===== config.mk =====
export PLATFORM = sky130hd
export DESIGN_NAME = vga_pixel_counter
export DESIGN_NICKNAME = d
export VERILOG_FILES = /design/src/rtl/vga_pixel_counter_pkg.sv /design/src/rtl/pixel_tick_gen.sv /design/src/rtl/vga_pixel_counter.sv
export SDC_FILE = /design/constraint.sdc
export NUM_CORES = 1
export LEC_CHECK = 0
export BUFFER_PORTS_ARGS = -buffer_cell sky130_fd_sc_hd__clkbuf_2
export CAP_MARGIN = 20
export CELL_PAD_IN_SITES_DETAIL_PLACEMENT = 0
export CELL_PAD_IN_SITES_GLOBAL_PLACEMENT = 1
export CORE_MARGIN = 5
export CORE_UTILIZATION = 43
export DETAILED_ROUTE_END_ITERATION = 8
export HOLD_SLACK_MARGIN = 0.08
export PLACE_DENSITY = 0.82
export SLEW_MARGIN = 30
export SYNTH_ARGS = -nofsm -noshare
export SYNTH_HDL_FRONTEND = slang
export SYNTH_SLANG_ARGS = --single-unit

===== constraint.sdc =====
create_clock -name clk -period 5.12 [get_ports clk]
set_input_delay 0.256 -clock clk [delete_from_list [all_inputs] [get_ports clk]]
set_output_delay 0.256 -clock clk [all_outputs]
set_load 0.005 [all_outputs]

===== src/rtl/vga_pixel_counter_pkg.sv =====
// Shared VGA timing constants used by the pixel counter and the sync comparator stage.
// Latency: n/a (constants only). Backpressure: n/a.
// Line = display + front porch + sync + back porch; frame likewise in lines.
package vga_pixel_counter_pkg;

    localparam int HD          = 640;
    localparam int HB          = 16;
    localparam int HSYNC_PULSE = 96;
    localparam int HF          = 48;
    localparam int VD          = 480;
    localparam int VB          = 10;
    localparam int VSYNC_PULSE = 2;
    localparam int VF          = 33;

    localparam int H_TOTAL = HD + HB + HSYNC_PULSE + HF;
    localparam int V_TOTAL = VD + VB + VSYNC_PULSE + VF;
    localparam int CLK_DIV = 2;

    localparam int COORD_W = 10;
    typedef logic [COORD_W-1:0] coord_t;

endpackage


===== src/rtl/pixel_tick_gen.sv =====
// Divides clk down to a one-clk pixel_tick every CLK_DIV enabled clocks.
// Latency: tick decoded combinationally from the registered divider.
// Backpressure: none; en low freezes the divider, restart zeroes it.
module pixel_tick_gen #(
    parameter int CLK_DIV = 2
) (
    input  logic clk,
    input  logic reset,
    input  logic en,
    input  logic restart,
    output logic pixel_tick
);

    localparam int DIV_W = (CLK_DIV > 1) ? $clog2(CLK_DIV) : 1;
    localparam logic [DIV_W-1:0] DIV_LAST = DIV_W'(CLK_DIV - 1);

    logic [DIV_W-1:0] div;

    always_ff @(posedge clk or posedge reset) begin
        if (reset) begin
            div <= '0;
        end else if (restart) begin
            div <= '0;
        end else if (en) begin
            div <= (div == DIV_LAST) ? '0 : div + DIV_W'(1);
        end
    end

    // With CLK_DIV=1 div sits at 0 == DIV_LAST, so the tick follows en.
    assign pixel_tick = en && (div == DIV_LAST);

endmodule


===== src/rtl/vga_pixel_counter.sv =====
// VGA timing source: X/Y raster counters, line/frame strobes and a frame counter.
// Latency: X/Y update on the edge where pixel_tick is high; strobes are combinational.
// Backpressure: none; en low freezes everything, restart returns to (0,0).
module vga_pixel_counter
    import vga_pixel_counter_pkg::*;
#(
    parameter int CLK_DIV = vga_pixel_counter_pkg::CLK_DIV,
    parameter int FRAME_W = 8,
    parameter int H_TOTAL = vga_pixel_counter_pkg::H_TOTAL,
    parameter int V_TOTAL = vga_pixel_counter_pkg::V_TOTAL
) (
    input  logic               clk,
    input  logic               reset,
    input  logic               en,
    input  logic               restart,
    output logic               pixel_tick,
    output logic [9:0]         X,
    output logic [9:0]         Y,
    output logic               line_end,
    output logic               frame_end,
    output logic [FRAME_W-1:0] frame_count
);

    if (H_TOTAL < 1 || H_TOTAL > 1024 || V_TOTAL < 1 || V_TOTAL > 1024) begin : g_bad_total
        $error("vga_pixel_counter: H_TOTAL/V_TOTAL must be in 1..1024");
    end
    if (CLK_DIV < 1 || CLK_DIV > 16) begin : g_bad_div
        $error("vga_pixel_counter: CLK_DIV must be in 1..16");
    end

    localparam coord_t X_LAST = COORD_W'(H_TOTAL - 1);
    localparam coord_t Y_LAST = COORD_W'(V_TOTAL - 1);

    logic x_last;
    logic y_last;

    pixel_tick_gen #(
        .CLK_DIV (CLK_DIV)
    ) u_tick (
        .clk        (clk),
        .reset      (reset),
        .en         (en),
        .restart    (restart),
        .pixel_tick (pixel_tick)
    );

    assign x_last = (X == X_LAST);
    assign y_last = (Y == Y_LAST);

    // restart wins over a coincident wrap, so the strobes are masked with it.
    assign line_end  = pixel_tick && x_last && !restart;
    assign frame_end = line_end && y_last;

    always_ff @(posedge clk or posedge reset) begin
        if (reset) begin
            X           <= '0;
            Y           <= '0;
            frame_count <= '0;
        end else if (restart) begin
            X <= '0;
            Y <= '0;
        end else if (pixel_tick) begin
            X <= x_last ? '0 : X + COORD_W'(1);
            if (x_last) begin
                Y <= y_last ? '0 : Y + COORD_W'(1);
                if (y_last) begin
                    frame_count <= frame_count + FRAME_W'(1);
                end
            end
        end
    end

endmodule

==> results of run 1 <==
placed cells by master, fill, tap and decap left out, drive strengths merged:
| cell type | count |
|---|---|
| o21ai | 2 |
| nor4 | 6 |
| a21oi | 3 |
| nor4b | 4 |
| clkinv | 1 |
| and4 | 2 |
| inv | 5 |
| a311oi | 2 |
| and3b | 1 |
| clkbuf | 41 |
| and3 | 1 |
| and2 | 2 |
| nand3 | 15 |
| dlygate4sd3 | 1 |
| ha | 4 |
| xnor2 | 7 |
| a221o | 6 |
| a41oi | 1 |
| o31ai | 2 |
| a22o | 1 |
| or4 | 2 |
| o21bai | 1 |
| nor3 | 10 |
| o2111ai | 1 |
| nor2 | 15 |
| mux2 | 1 |
| dfrtp | 29 |
| nor2b | 1 |
| xor2 | 8 |
| nand4 | 6 |
| nand2 | 16 |
registers in the layout, summed over array words and instances (netlist names):
| name | count |
|---|---|
| Y | 10 |
| X | 10 |
| frame_count | 8 |
| u_tick.div | 1 |
routing by layer:
layer	wire length [um]	up-vias	global-route usage [%]	part of all wire [%]
li1	-	667	-	-
met1	1752	641	20.34	49
met2	1597	35	24.45	45
met3	156	4	4.017	4.4
met4	40	0	7.021	1.1
met5	0	-	0	0
worst max-delay path: stages, from the launching register on:
cell and delay, ns:
dfrtp_1 0.45, inv_1 0.12, ha_1 0.15, nor4b_1 0.29, nand4_1 0.35, nor2_1 0.34, clkbuf_2 0.17
worst max-delay path by stage:
stage / endpoint / from / cells after the start / slack [ns]
5_1_grt: frame_end / Y[0] / 6 / 2.39
4_1_cts: frame_end / Y[0] / 6 / 2.68
3_3_place_gp: frame_count[1] / Y[0] / 6 / 3.11
6_report: frame_end / Y[0] / 6 / 2.67
3_5_place_dp: frame_count[1] / Y[0] / 6 / 3.02
2_1_floorplan: frame_count[1] / Y[0] / 6 / 3.18
kinds of logic after synthesis:
| family | after synthesis |
|---|---|
| simple gates | 81 |
| flops | 29 |
| compound gates | 19 |
| xor+xnor | 15 |
| buf+inv | 8 |
| fa+ha+maj | 4 |
| mux | 1 |
final cells by class:
type | count | area (um^2)
Multi-Input combinational cell | 120 | 792.0
Tap cell | 46 | 57.56
Clock inverter | 1 | 5.005
Timing Repair Buffer | 35 | 180.2
Clock buffer | 7 | 65.06
Sequential cell | 29 | 725.7
Fill cell | 322 | 1572
Inverter | 5 | 18.77
power by group through the flow:
| stage | combinational [uW] | clock (uW) | sequential [uW] |
|---|---|---|---|
| 2_1_floorplan | 11.8 | 0 | 237 |
| 6_report | 18.4 | 165 | 232 |
| 3_3_place_gp | 17.8 | 0 | 237 |
| 4_1_cts | 18.8 | 168 | 232 |
| 3_5_place_dp | 18.2 | 0 | 237 |
| 5_1_grt | 21.2 | 183 | 233 |
timing repair:
| item | 4_1_cts | 5_1_grt |
|---|---|---|
| resized for setup | 0 | 0 |
| hold buffers | 1 | 0 |
| endpoints found under the hold margin | 29 | 0 |
metrics by stage:
stage | power, uW | hold WS [ns]
4_1_cts | 419.7 | 0.1928
3_5_place_dp | 255.2 | 0.3545
3_3_place_gp | 254.5 | 0.4561
6_report | 415.4 | 0.2065
2_1_floorplan | 248.4 | 0.3341
5_1_grt | 437.0 | 0.2063
==> flow_summary.toml, run 1 <==
[yosys]
synth_top_family_by_area = "simple AND/OR/NAND/NOR gates"
synth-edff-count = 0
synthCells = 157
synth-seq-cells = 29
synth_cell_types = 34
yosys_warnings = 0
synth_nets = 165
synth.most_common_cell = "dfrtp_1"
synth-xor-area-share_pct = 8.441
synth_ff_type = "dfrtp_1"
synth-compound-area-share_pct = 9.727
async_reset_ff_share_pct = 100.0
yosys.area.top_type_share_pct = 46.62
synth_mux_area_share_pct = 0.7235
yosys.area.top_type = "dfrtp_1"
synth_adder_area_share_pct = 3.215
syn_area_um2 = 1556
post_synth.cell_area_avg_um2 = 9.914
yosysSeqAreaShare_pct = 46.62
synth_common_cells = "dfrtp_1 (29), nand2_1 (16), nand3_1 (15), nor2_1 (15), nor3_1 (10)"
yosys-top-cells-area = "dfrtp_1 (47%), nand3_1 (4.8%), xor2_1 (4.5%), xnor2_1 (3.9%), a221o_1 (3.9%)"
synthSimpleGateAreaFrac_pct = 28.78

[pwr]
p_per_area_nw_per_um2 = 225.3
combinationalPowerShare_pct = 4.4
peakVddDrop_v = 0.0001522
p_seq_share_pct = 55.9
clkPwrFrac_pct = 39.6
leakagePower_uw = 0.0008952
p_sw_share_pct = 24.09
switchingPower_uw = 100.1
power.internal_uw = 315.4

[hold_path]
min-delay-start = "restart"
hold_path_class = "in -> reg"
whs_path_depth = 2
min_to = "X[1]"

[clocking]
cts_setup_buffers = 0
numClockSinks = 29
htree_levels = 2
worstSkewPairLatency_ns = 0.33
cts_tree = "yes"
root_buffer = "clkbuf_4"
cts_buffers = 5
cts.clk_slew.worst_paths_ns = 0.10
cts_max_path_buffers = 2

[sta]
period_needed_ns = 2.449
min_period_over_period_pct = 47.84
max_slew_margin_pct = 39.20
finalClockSkew_ns = 0.01698
setup_ws_ns = 2.671
worst_pin_slew_ns = 0.9001
drv_slew = 0
fmax_ghz = 0.4083
hold_viol = 0
grt_setup_unrepaired = "false"
setup_viol_count_final = 0
tns_ns = 0

[worst_setup_path]
reg2reg_to = "frame_count[1]"
cp.required_ns = 4.86
crit_path_max_fanout = 8
ff2ff_setup_slack_ns = 2.96
endpoint_kind = "output port"
criticalPathCategory = "reg -> out"
critPathArrivalTime_ns = 2.19
worstReg2RegStart = "Y[0]"
worst_setup_path_start_kind = "flip-flop"
reg2reg_depth = 6

[floorplan]
io_pins = 35
start_util_pct = 45.57
die_area_um2 = 4923
fp.dieH_um = 70.17
rows = 21
fp.coreArea_um2 = 3416
die_x_um = 70.17

[global_route]
grt_pass1_vias = 1302
grt_antenna_before_repair = 0
gr-total-overflow = 0
grt_pass1_wl_mm = 6.196
grt_max_degree = 30
track_usage_pct = 15.66

[routing]
drtIter0Drc = 139
vias_per_cell = 5.543
detail_route.wl_per_cell_um = 14.59
firstDrtPassIters = 4
wl_mm = 3.545
postRouteAntennaNets = 0
vias = 1347
drc = 0

[finish]
nNetsFinal = 204
fin_util_pct = 53.99
diodes = 0
fin_area_um2 = 1844
finalNonFillerCells = 243
layout-drive-gt1-share_pct = 23.86
syn_to_final_growth_pct = 18.49

[place]
pre_cts_slack_ns = 3.022
dpl.hpwl_mm = 2.517
numPortBuffers = 34
dpl.cell_count = 234
place_area_um2 = 1764
gp_congestion = 0.8230

[flow_run]
drv_cap = 0

[outcome]
status = "completed"
No activity file was read; power rests on OpenSTA's default activity.
==> inputs of run 2 (changes only) <==
- CORE_UTILIZATION: 43 -> 36
- PLACE_DENSITY: 0.82 -> 0.73
- clock period: 5.12 -> 2.2 ns (I/O delays scaled with it)
==> run 2 against run 1 <==
Global-route usage shrank 0.78 points; register-to-register slack worse by 2.8 ns; first-iteration DRC count fell by 14%; clock-buffer cell count did not move; critical path depth up 1; via count up 6.2%; final cell count up 6.6%; total power rose to 2.5 times the previous value; worst setup slack worse by 2.5 ns; worst hold slack worse by 0.085 ns; critical endpoint unchanged; largest power group unchanged.
==> flow_summary.toml, run 2 (same netlist as run 1, synthesis figures left out) <==
[clocking]
cts.clk_slew.worst_paths_ns = 0.06
numClockSinks = 29
root_buffer = "clkbuf_8"
htree_levels = 2
cts_tree = "yes"
cts_buffers = 5
worstSkewPairLatency_ns = 0.28
cts_max_path_buffers = 2

[worst_setup_path]
crit_path_max_fanout = 6
critPathTopFamily = "simple AND/OR/NAND/NOR gates"
reg2reg_to = "frame_count[7]"
cp.required_ns = 2.09
crit_slowest_cell = "dfrtp_1"
cp.depth = 7
endpoint = "frame_end"
crit_path_start = "Y[0]"
critPathArrivalTime_ns = 1.94
criticalPathCategory = "reg -> out"
worst_setup_path_start_kind = "flip-flop"
slowest_delay_ns = 0.43
path_cells = "inv_1, ha_1, nor4b_1, nand4_1, nor2_1, buf_4, clkbuf_2"
reg2reg_depth = 7
endpoint_kind = "output port"
worstReg2RegStart = "Y[0]"
ff2ff_setup_slack_ns = 0.18
cp_num_buf_inv = 3

[global_route]
grt_max_degree = 30
track_usage_pct = 14.89
grt_antenna_before_repair = 0
grt_pass1_vias = 1338
gr-total-overflow = 0
grt_pass1_wl_mm = 6.389

[floorplan]
fp.coreArea_um2 = 4264
fp.dieH_um = 75.76
rows = 24
io_pins = 35
die_x_um = 75.76
start_util_pct = 36.50
die_area_um2 = 5739

[finish]
final_cell_mix = "clkbuf_2 (34), dfrtp_1 (29), nand2_1 (16)"
multiInputGateArea_um2 = 798.3
finalNonFillerCells = 259
layout-drive-gt1-share_pct = 27.05
fillCellCount = 417
ff_latch_area_um2 = 725.7
syn_to_final_growth_pct = 25.72
nNetsFinal = 215
largest_registers = "X: 10 flops, Y: 10 flops, frame_count: 8 flops"
final_common_cell = "clkbuf_2"
diodes = 0

[pwr]
power.internal_uw = 801.0
leakagePower_uw = 0.0009498
p_seq_share_pct = 52.0
switchingPower_uw = 240.4
combinationalPowerShare_pct = 4.6
clkPwrFrac_pct = 43.4
p_sw_share_pct = 23.08
peakVddDrop_v = 0.0003335
p_per_area_nw_per_um2 = 532.2

[sta]
fmax_ghz = 0.4877
period_needed_ns = 2.051
tns_ns = 0
worst_pin_slew_ns = 0.5000
grt_setup_unrepaired = "false"
hold_viol = 0
min_period_over_period_pct = 93.21
finalClockSkew_ns = 0.003053
drv_slew = 0
max_slew_margin_pct = 66.54
setup_viol_count_final = 0
whs_ns = 0.1215

[place]
dpl.hpwl_mm = 2.725
dpl.cell_count = 246
numPortBuffers = 34
gp_congestion = 0.8239

[hold_path]
hold_path_class = "in -> reg"

[routing]
drc = 0
firstDrtPassIters = 4
detail_route.wl_per_cell_um = 15.09
postRouteAntennaNets = 0
wl_mm = 3.908
vias = 1430
vias_per_cell = 5.521
drtIter0Drc = 120

[outcome]
status = "completed"

[flow_run]
drv_cap = 0
## run 2: cell count changes in the layout (fill, tap and decap cells not counted), sizes merged
cell / before / now
clkinv: 1 / 0
buf: 0 / 11
## run 2: through the flow
step / setup WS (ns) / power, uW / utilization, % / area, um^2
after floorplan: 0.2630 / 578.1 / - / 1556
after global placement: 0.2392 / 597.2 / 42.61 / 1817
after detailed placement: 0.1451 / 598.8 / 42.61 / 1817
after CTS: 0.08440 / 1053 / 45.04 / 1921
after global routing: 0.01573 / 1077 / 45.89 / 1957
final: 0.1494 / 1041 / 45.89 / 1957
## run 2: area by class of cell
type                    instances  area share, %
multi-input cells             120          40.79
flip-flops and latches         29          37.08
repair buffers                 46          13.43
clock buffers                   7          4.412
well taps                      52          3.325
inverters                       5         0.9591
## run 2: worst reg2reg max path, delay by kind of cell (launching register included)
| family | cells | cell delay, ns |
|---|---|---|
| buffers and inverters | 2 | 0.33 |
| flip-flops | 1 | 0.43 |
| adder cells (fa/ha/maj) | 1 | 0.15 |
| AND/OR/NAND/NOR | 3 | 0.85 |
| XOR/XNOR | 1 | 0.18 |
## run 2: metal layers
layer / global-route usage [%] / share of wire [%] / vias to the layer above
met5: 0 / 0 / -
met1: 18.51 / 44 / 698
met2: 23.95 / 49 / 38
met4: 5.825 / 1.5 / 0
li1: - / - / 688
met3: 4.749 / 5.5 / 6
## run 2: worst min path at each step
stage	depth (start not counted)	slack (ns)	to	startpoint
floorplan	1	0.19	X[0]	reset
global placement	3	0.18	X[6]	reset
detailed placement	3	0.19	X[6]	reset
CTS	3	0.12	u_tick.div	en
global route	3	0.14	u_tick.div	en
finish	3	0.12	u_tick.div	en
## run 2: what timing repair did
action	in CTS	in global routing
pin swaps	1	1
endpoints found under the hold margin	29	0
setup buffers	1	4
gates resized for setup	0	1
hold buffers	1	0
gates cloned	0	0
setup endpoints to repair	1	2
## run 2: power groups by stage
stage | Sequential, uW | Clock [uW] | Combinational (uW)
2_1_floorplan | 551 | 0 | 27.4
3_3_place_gp | 551 | 0 | 46.4
3_5_place_dp | 551 | 0 | 47.4
4_1_cts | 542 | 462 | 49.1
5_1_grt | 542 | 481 | 53.9
6_report | 542 | 452 | 47.8
==> inputs of run 3 (changes only) <==
- CORE_UTILIZATION: 36 -> 37
- PLACE_DENSITY: 0.73 -> 0.74
- SYNTH_HIERARCHICAL: unset -> 1
==> run 3 against run 2 <==
Sequential share of layout area grew 0.14 points; highest routed layer unchanged; utilization shrank 0.50 points; largest power group unchanged; worst hold slack lost 0.024 ns; critical endpoint unchanged; maximum frequency shrank 1.0%; first-iteration DRC count shrank 59%.
==> flow_summary.toml, run 3 <==
[outcome]
status = "completed"

[routing]
top_layer_used = "met4"
vias = 1340
drc = 0
drtIter0Drc = 49
postRouteAntennaNets = 0
wl_mm = 3.710
wirelength_met1_mm = 1.732
wl_met2_mm = 1.781
met3_length_um = 144
firstDrtPassIters = 4
detail_route.wl_per_cell_um = 14.66
vias_per_cell = 5.296

[place]
gp_congestion = 0.8020
dpl.hpwl_mm = 2.732
pre_cts_slack_ns = 0.2683
numPortBuffers = 34

[finish]
largest_registers = "X: 10 flops, Y: 10 flops, frame_count: 8 flops"
multiInputGateArea_um2 = 839.6
ff_latch_area_um2 = 725.7
layout-drive-gt1-share_pct = 28.86
syn_to_final_growth_pct = 21.34
final_common_cell = "clkbuf_2"
fillCellCount = 427
diodes = 0
final_cell_mix = "clkbuf_2 (34), dfrtp_1 (29), nor2_1 (18)"
nNetsFinal = 208

[global_route]
grt_pass1_vias = 1319
grt_antenna_before_repair = 0
track_usage_pct = 14.40
grt_pass1_wl_mm = 6.327
gr-total-overflow = 0
grt_max_degree = 29

[sta]
grt_setup_unrepaired = "false"
min_period_over_period_pct = 94.19
max_slew_margin_pct = 70.12
period_needed_ns = 2.072
setup_viol_count_final = 0
drv_slew = 0
hold_viol = 0
fmax_ghz = 0.4826
tns_ns = 0
finalClockSkew_ns = 0.005981
setup_ws_ns = 0.1279
worst_pin_slew_ns = 0.4466

[clocking]
htree_levels = 2
cts_tree = "yes"
worstSkewPairLatency_ns = 0.28
root_buffer = "clkbuf_8"
numClockSinks = 29
cts_buffers = 5
postCtsResizedCells = 0
cts_max_path_buffers = 2
cts.clk_slew.worst_paths_ns = 0.07

[worst_setup_path]
endpoint_kind = "output port"
criticalPathCategory = "reg -> out"
reg2reg_to = "frame_count[1]"
worstReg2RegStart = "Y[0]"
reg2reg_depth = 6
cp.required_ns = 2.09
endpoint = "frame_end"
worst_setup_path_start_kind = "flip-flop"
ff2ff_setup_slack_ns = 0.25
crit_path_start = "Y[0]"
critPathArrivalTime_ns = 1.96
crit_path_max_fanout = 6

[floorplan]
start_util_pct = 37.41
die_area_um2 = 5760
io_pins = 35
fp.dieH_um = 75.90
die_x_um = 75.90
fp.coreArea_um2 = 4294
rows = 24

[yosys]
syn_area_um2 = 1607
yosysSeqAreaShare_pct = 45.17
synth-seq-cells = 29
post_synth.cell_area_avg_um2 = 10.10
synth_ff_type = "dfrtp_1"
synth-edff-count = 0
synth.most_common_cell = "dfrtp_1"
yosys.area.top_type_share_pct = 45.17
yosys_warnings = 6
async_reset_ff_share_pct = 100.0
yosys-top-cells-area = "dfrtp_1 (45%), xnor2_1 (5.5%), nor2_1 (4.2%), o21ai_0 (3.7%), nand4_1 (3.5%)"
synth_cell_types = 38
synth_nets = 167
synthCells = 159
yosys.area.top_type = "dfrtp_1"
synth_common_cells = "dfrtp_1 (29), nor2_1 (18), o21ai_0 (12)"

[flow_run]
drv_cap = 0

[hold_path]
hold_path_class = "in -> reg"

[pwr]
p_per_area_nw_per_um2 = 580.9
leakagePower_uw = 0.0009339
peakVddDrop_v = 0.0002332
[run 3: changes by cell type in the layout (fill, tap and decap cells not counted), sizes merged, moves of 4 or more]
cell,delta
o21ai,+11
nand3,-5
nor4b,-4
nand4,+4
a221o,-6
nor3,-6
xor2,-4
buf,-10
nor4,-4
[run 3: worst min path at each step]
stage                     startpoint    endpoint  slack, ns  cells past startpoint
after floorplan                reset  u_tick/div      -0.16                      1
after global placement         reset  u_tick/div      -0.06                      2
after detailed placement       reset  u_tick/div      -0.05                      2
after CTS                         en  u_tick/div        0.1                      3
after global routing              en  u_tick/div       0.10                      3
final                             en  u_tick/div        0.1                      3
[run 3: per-layer routing]
layer  vias up  track usage (%)
met3         7            3.694
met5         -                0
met2        28            23.00
met4         0            5.049
li1        654                -
met1       651            18.83
[run 3: cell families after synthesis]
logic type                 Yosys count  synth area share [%]
and+or+nand+nor                     71                 26.40
DFF                                 29                 45.17
AOI/OAI and AO/OA                   28                 12.93
xor gates and xnor gates            14                 7.632
buffers and inverters               10                 2.570
adders and majority gates            4                 3.115
muxes                                3                 2.180
[run 3: worst max-delay path, stage by stage (launching register included)]
cell and delay (ns):
dfrtp_1 0.45, inv_1 0.11, ha_1 0.14, and4bb_2 0.25
nand4_2 0.24, nor4_4 0.32, clkbuf_2 0.18
[run 3: through the flow]
stage | instance area [um^2] | cells | util (%) | total power, uW | hold WS [ns]
CTS | 1949 | 253 | 45.40 | 1150 | 0.09934
global route | 1949 | 253 | 45.40 | 1183 | 0.1028
floorplan | 1607 | 159 | - | 621.5 | -0.1613
detailed placement | 1838 | 244 | 42.80 | 655.6 | -0.05443
global placement | 1838 | 244 | 42.80 | 651.5 | -0.06374
finish | 1949 | 253 | 45.40 | 1132 | 0.09776
[run 3: report_power, final]
part / total [uW] / switching, uW / internal (uW)
clock: 487 / 205 / 282
combinational: 81.7 / 50.5 / 31.3
sequential: 564 / 17.9 / 546
total: 1130 / 273 / 859
[run 3: timing repair]
action / 4_1_cts / 5_1_grt
hold buffers: 1 / 0
buffers inserted: 0 / 0
hold endpoints to repair: 29 / 0
setup endpoints to repair: 0 / 0
[run 3: final cells by class]
type / count / share of cell area [%]
tap: 52 / 3.338
inverter: 8 / 1.540
clock inverter: 1 / 0.2567
timing repair buffer: 36 / 9.628
clock buffer: 7 / 4.942
sequential: 29 / 37.23
multi-input combinational: 120 / 43.07
